## src/rtl/exe_mem_skid_reg.sv

```systemverilog
// exe_mem_skid_reg: EXE->MEM pipeline register with a 2-entry skid buffer and flush; optional stall counter under EXE_REG_STATS_EN
module exe_mem_skid_reg #(
  parameter int BIT_NUMBER = 32,
  parameter int DEST_W     = 4,
  parameter int CNT_W      = 16
) (
  input  logic                  clk,
  input  logic                  rst,
  input  logic                  flush,
  input  logic                  in_valid,
  output logic                  in_ready,
  input  logic                  wb_en_in,
  input  logic                  mem_r_en_in,
  input  logic                  mem_w_en_in,
  input  logic [BIT_NUMBER-1:0] alu_result_in,
  input  logic [BIT_NUMBER-1:0] val_rm_in,
  input  logic [DEST_W-1:0]     dest_in,
  output logic                  out_valid,
  input  logic                  out_ready,
  output logic                  wb_en,
  output logic                  mem_r_en,
  output logic                  mem_w_en,
  output logic [BIT_NUMBER-1:0] alu_result,
  output logic [BIT_NUMBER-1:0] val_rm,
  output logic [DEST_W-1:0]     dest
`ifdef EXE_REG_STATS_EN
  ,
  output logic [CNT_W-1:0]      stall_cnt
`endif
);
  localparam int EW = 3 + 2 * BIT_NUMBER + DEST_W;
  typedef enum logic [1:0] {EMPTY, ONE, FULL} state_t;
  state_t        state_q, state_d;
  logic          in_ready_q, in_ready_d;
  logic [EW-1:0] head_q, head_d, skid_q, skid_d, in_e;
  logic          acc, pop;
  assign in_e      = {wb_en_in, mem_r_en_in, mem_w_en_in, alu_result_in, val_rm_in, dest_in};
  assign in_ready  = in_ready_q;
  assign out_valid = state_q != EMPTY;
  assign acc       = in_valid & in_ready_q;
  assign pop       = out_valid & out_ready;
  assign wb_en     = out_valid & head_q[EW-1];
  assign mem_r_en  = out_valid & head_q[EW-2];
  assign mem_w_en  = out_valid & head_q[EW-3];
  assign alu_result = head_q[DEST_W+BIT_NUMBER +: BIT_NUMBER];
  assign val_rm    = head_q[DEST_W +: BIT_NUMBER];
  assign dest      = head_q[DEST_W-1:0];
  always_comb begin
    state_d = state_q;
    head_d  = head_q;
    skid_d  = skid_q;
    if (flush) state_d = EMPTY;
    else if (state_q == EMPTY) begin
      if (acc) begin
        head_d  = in_e;
        state_d = ONE;
      end
    end else if (state_q == ONE) begin
      if (acc && pop) head_d = in_e;
      else if (acc) begin
        skid_d  = in_e;
        state_d = FULL;
      end else if (pop) state_d = EMPTY;
    end else if (pop) begin
      head_d  = skid_q;
      state_d = ONE;
    end
    in_ready_d = state_d != FULL;
  end
  always_ff @(posedge clk or posedge rst) begin
    if (rst) begin
      state_q    <= EMPTY;
      in_ready_q <= 1'b1;
      head_q     <= '0;
      skid_q     <= '0;
    end else begin
      state_q    <= state_d;
      in_ready_q <= in_ready_d;
      head_q     <= head_d;
      skid_q     <= skid_d;
    end
  end
`ifdef EXE_REG_STATS_EN
  logic [CNT_W-1:0] stall_cnt_q, stall_cnt_d;
  assign stall_cnt = stall_cnt_q;
  always_comb stall_cnt_d = (out_valid && !out_ready && !(&stall_cnt_q)) ? stall_cnt_q + 1'b1 : stall_cnt_q;
  always_ff @(posedge clk or posedge rst) begin
    if (rst) stall_cnt_q <= '0;
    else stall_cnt_q <= stall_cnt_d;
  end
`endif
endmodule

```

## config.mk

```make
export PLATFORM = sky130hd
export DESIGN_NAME = exe_mem_skid_reg
export DESIGN_NICKNAME = d
export VERILOG_FILES = /design/src/rtl/exe_mem_skid_reg.sv
export SDC_FILE = /design/constraint.sdc
export NUM_CORES = 1
export LEC_CHECK = 0
export CAP_MARGIN = 10
export CORE_ASPECT_RATIO = 0.8
export CORE_MARGIN = 3
export CORE_UTILIZATION = 51
export CTS_CLUSTER_DIAMETER = 120
export CTS_CLUSTER_SIZE = 8
export DETAILED_ROUTE_END_ITERATION = 10
export PLACE_DENSITY = 0.8
export SETUP_SLACK_MARGIN = 0.02
export SLEW_MARGIN = 20
export SYNTH_ARGS = -nofsm -noshare
export SYNTH_HDL_FRONTEND = slang
export SYNTH_SLANG_ARGS = --single-unit
```

## constraint.sdc

```tcl
create_clock -name clk -period 5.2 [get_ports clk]
set_input_delay 0.78 -clock clk [delete_from_list [all_inputs] [get_ports clk]]
set_output_delay 0.78 -clock clk [all_outputs]
set_load 0.02 [all_outputs]
```

# ---- After elaboration in Yosys (flattened, before gate mapping)
# Index checks and enable logic that the tools add are counted.
dict set report totals {
  ff_bits 145
  input_bits 76
  output_inout_bits 73
  elab_cells 35
}
dict set report classes {
  n_eq_ne 4
  muxes 13
  bitwise_logic 8
  reduce_logical 6
}
# op n
set op_table {}
lappend op_table {{two-way mux 71 bit} 5}
lappend op_table {{two-way mux 2 bit} 8}
lappend op_table {{AND 1 bit} 5}
lappend op_table {{AND reduction 5 bit} 1}
lappend op_table {{!= test 2 bit (second input constant)} 2}
lappend op_table {{AND reduction 4 bit} 1}
lappend op_table {{!= test 3 x 2 -> 1 bit (second input constant)} 1}
lappend op_table {{NOT 1 bit} 3}
lappend op_table {{nonzero test 3 bit} 1}
lappend op_table {{equality test 2 x 1 -> 1 bit (second input constant)} 1}
lappend op_table {{zero test 2 bit} 1}
lappend op_table {{nonzero test 2 bit} 1}
lappend op_table {{logical AND 1 bit} 1}

# ---- Logic depth before layout (Yosys ltp)
dict set report depth {
  depth_word 9
  ltp_mapped 5
}

# ---- Worst setup path after synthesis
# Ideal clock, no wire load.
dict set report synth_timing {
  kind {input-to-reg}
  from {in flush}
  to {reg skid_q[0]}
  setup_ns 0.125
  t_arrival_ns 1.882
  required_ns 5.075
  slack_ns 3.193
  cell_stages 4
  path_cell_list {or4_1 > buf_2 > buf_6 > mux2_2}
}
dict set report synth_between {
  elab_chain_cells 2
}
# item line
set synth_lines {}
lappend synth_lines {{start: declaration} 9} ;# input logic flush,
lappend synth_lines {{NOT 1 bit (no source line)} n/a}
lappend synth_lines {{AND reduction 5 bit (no source line)} n/a}
lappend synth_lines {{end signal: assignment} 80} ;# skid_q <= skid_d;
lappend synth_lines {{end: declaration} 35} ;# logic [EW-1:0] head_q, head_d, skid_q, skid_d, in_e;
# No other way between the ends.
# A chain may end at the register's enable or synchronous reset.

# ---- Final worst setup path
dict set report layout_timing {
  from {reg state_q[1]}
  to {out mem_r_en}
}
dict set report layout_between {
  elab_chain_cells 2
}
# item line
set layout_lines {}
lappend layout_lines {{start: declaration} 33} ;# state_t state_q, state_d;
lappend layout_lines {{start signal: assignment} 77} ;# state_q <= state_d;
lappend layout_lines {{nonzero test 2 bit} 39} ;# assign out_valid = state_q != EMPTY;
lappend layout_lines {{AND 1 bit} 43} ;# assign mem_r_en = out_valid & head_q[EW-2];
lappend layout_lines {{end: declaration} 21} ;# output logic mem_r_en,
# No other way between the ends.

==> metrics.csv <==
stage;metric;value;unit
status;status;complete, no violations;
detailed_routing;WL/cell;18.2;um
timing;fin crit share;67.0;%
floorplan;FP Rows;37;
clocking;H-tree depth;4;
hold_path;hold path cells;1;
synth;Post-Syn Instances;468;
critical_path;data required time of the critical path;4.42;ns
cells_and_area;post-route insts no fill;731;
timing;max frequency;0.287;GHz
global_route;vias in the first global route;4013;
placement;post-DP HPWL;8600;um
cells_and_area;final net count;622;
timing;final clock skew;0.0126;ns
clocking;CTS clock-pin slew for the worst setup and hold paths;0.06;ns
critical_path;worst reg2reg endpoint;head_q[37];
global_route;first-pass GRT wire length;20600;um
timing;Final Hold Fails;0;
cells_and_area;most common cell after layout, fill and taps aside;mux2_2;
timing;Rel. slew slack;28.4;%
synth;synthesized area;6910;um2
global_route;total gr overflow;0;
critical_path;Worst setup EP type;output pin;
detailed_routing;drt total wl;13300;um
floorplan;io pins;149;
clocking;post-CTS resize count;0;
run;max-cap violation count;0;
clocking;clk buf depth;2;
detailed_routing;DR vias/cell;5.19;
cells_and_area;most frequent cells in the layout;mux2_2, clkdlybuf4s50_1, dfrtp_1;
synth;top cells by area, synth;dfrtp_1, mux2_2, buf_4;
critical_path;start point of the critical path;state_q[1];
pwr;LEAKAGE;3.57;nW
synth;sequential share of the synthesized area;52.5;%
placement;placed instance area;7930;um2
timing;final setup fails;0;
placement;input/output buffers;148;
detailed_routing;drt initial violations;120;
critical_path;Critical Path End;mem_r_en;
clocking;Root Driver;clkbuf_16;
floorplan;Core Box Area;13100;um2
timing;RSZ-0062 raised after global routing;false;
synth;syn avg cell area;14.8;um2
timing;Final Slew Violations;0;
synth;Net Count, Synth;544;
hold_path;hold crit path type;reg2reg;
global_route;initial antenna violation count;0;
synth;post-synthesis cell type count;22;
cells_and_area;antenna diode count;0;
placement;GPL Wtd Cong;0.745;
clocking;clk sinks;145;
detailed_routing;Pre-Repair DR Iteration Count;4;
placement;Cells after DPL;702;
critical_path;crit path DAT;2.70;ns
pwr;Design Power;3.57;mW
detailed_routing;vias post-DR;3793;
timing;Slew @ Worst Pin;1.07;ns
floorplan;die area;15000;um2
detailed_routing;post-route ant nets;0;
clocking;TritonCTS clock tree;yes;
cells_and_area;Syn-to-layout area delta;22.8;%
floorplan;die height;110;um
global_route;largest net degree at the start of global routing;117;
timing;min cycle time layout;3.48;ns
critical_path;worst r2r path cells;4;
critical_path;Worst R2R Start;state_q[1];
cells_and_area;sequential cell area;3630;um2
critical_path;r2r setup slk;1.96;ns
critical_path;Max Fanout on Critical Path;75;
synth;Synth top area share;52.1;%
cells_and_area;area occupied by multi-input gates;2560;um2
clocking;Clk Latency, worst-skew pair;0.41;ns
pwr;maximum vdd ir drop;223;uV
synth;Synth warnings;0;
critical_path;startpoint types;register;
cells_and_area;share of cells above drive strength 1;45.0;%
detailed_routing;DRC Markers;0;
cells_and_area;final instance area;8490;um2
synth;area leader, netlist;dfrtp_1;
cells_and_area;fill count;949;
clocking;CTS Hold Bufs;0;
clocking;number of CTS-inserted buffers;17;
pwr;pwr/cell area;421;nW/um2
critical_path;Crit Path Class;reg2out;
global_route;All-Layer GR Usage;17.9;%
synth;synthesized flop and latch total;145;
floorplan;Die X-Extent;136;um
timing;Setup TNS Final;0;ns
floorplan;Initial Utilization;52.9;%
clocking;setup bufs post-CTS;0;
layer usage:
metal / global-route usage (%) / wire (um)
met1: 23.7 / 6010
met2: 29.2 / 6460
met3: 4.13 / 622
met4: 6.12 / 174
met5: 0 / 0
through the flow:
step                worst slack, ns  hold slack (ns)  util (%)
finish                         1.72            0.500      65.0
global route                   1.56            0.513      65.0
CTS                            1.67            0.504      65.0
detailed placement             1.81            0.490      60.7
global placement               1.88            0.480      60.7
floorplan                     0.527            0.472         -
Yosys cell counts:
library cell / instances
buf_2: 3
a211oi_1: 1
dfrtp_1: 144
a2111oi_0: 1
mux2_2: 203
o41a_1: 1
clkbuf_1: 6
a21oi_1: 1
buf_4: 68
and2_1: 3
o21ai_0: 1
a21bo_2: 1
inv_1: 3
mux2_4: 10
nor3_1: 1
buf_6: 15
or4_1: 1
a211oi_4: 1
or2_1: 1
nand3_1: 1
dfstp_2: 1
and2b_1: 1
sequential cells by signal (all words and copies together), names as in the netlist:
signal	flops
head_q	71
skid_q	71
state_q	2
in_ready	1
worst max-delay path: stages, from the launching register on:
cell and delay [ns]:
dfrtp_4 1.11, or2_1 0.37, and2_1 0.20, clkdlybuf4s50_1 0.61
how the worst min path moves through the flow:
| stage | from | end | slack (ns) |
|---|---|---|---|
| after CTS | skid_q[55] | skid_q[55] | 0.50 |
| after global routing | skid_q[11] | skid_q[11] | 0.51 |
| after global placement | skid_q[65] | skid_q[65] | 0.48 |
| final | skid_q[62] | skid_q[62] | 0.50 |
| after floorplan | head_q[68] | head_q[68] | 0.47 |
| after detailed placement | skid_q[55] | skid_q[55] | 0.49 |
kinds of logic after synthesis:
group,share of synthesized area (%)
multiplexers,35.2
buffers and inverters,10.5
AO/OA/AOI/OAI,0.977
flip-flops,52.5
AND/OR/NAND/NOR,0.724
layout make-up:
type | instances | share of cell area [%]
clock inverters | 10 | 1.34
inverters | 3 | 0.221
flip-flops and latches | 145 | 42.8
repair buffers | 151 | 17.7
multi-input cells | 228 | 30.1
well taps | 175 | 2.58
clock buffers | 19 | 5.22
power breakdown:
part | switching, mW | internal [mW] | leakage [nW]
clock network | 0.445 | 0.710 | 0.275
logic | 0.341 | 0.505 | 1.54
registers | 0.156 | 1.41 | 1.76
(Power assumes the default switching activity.)
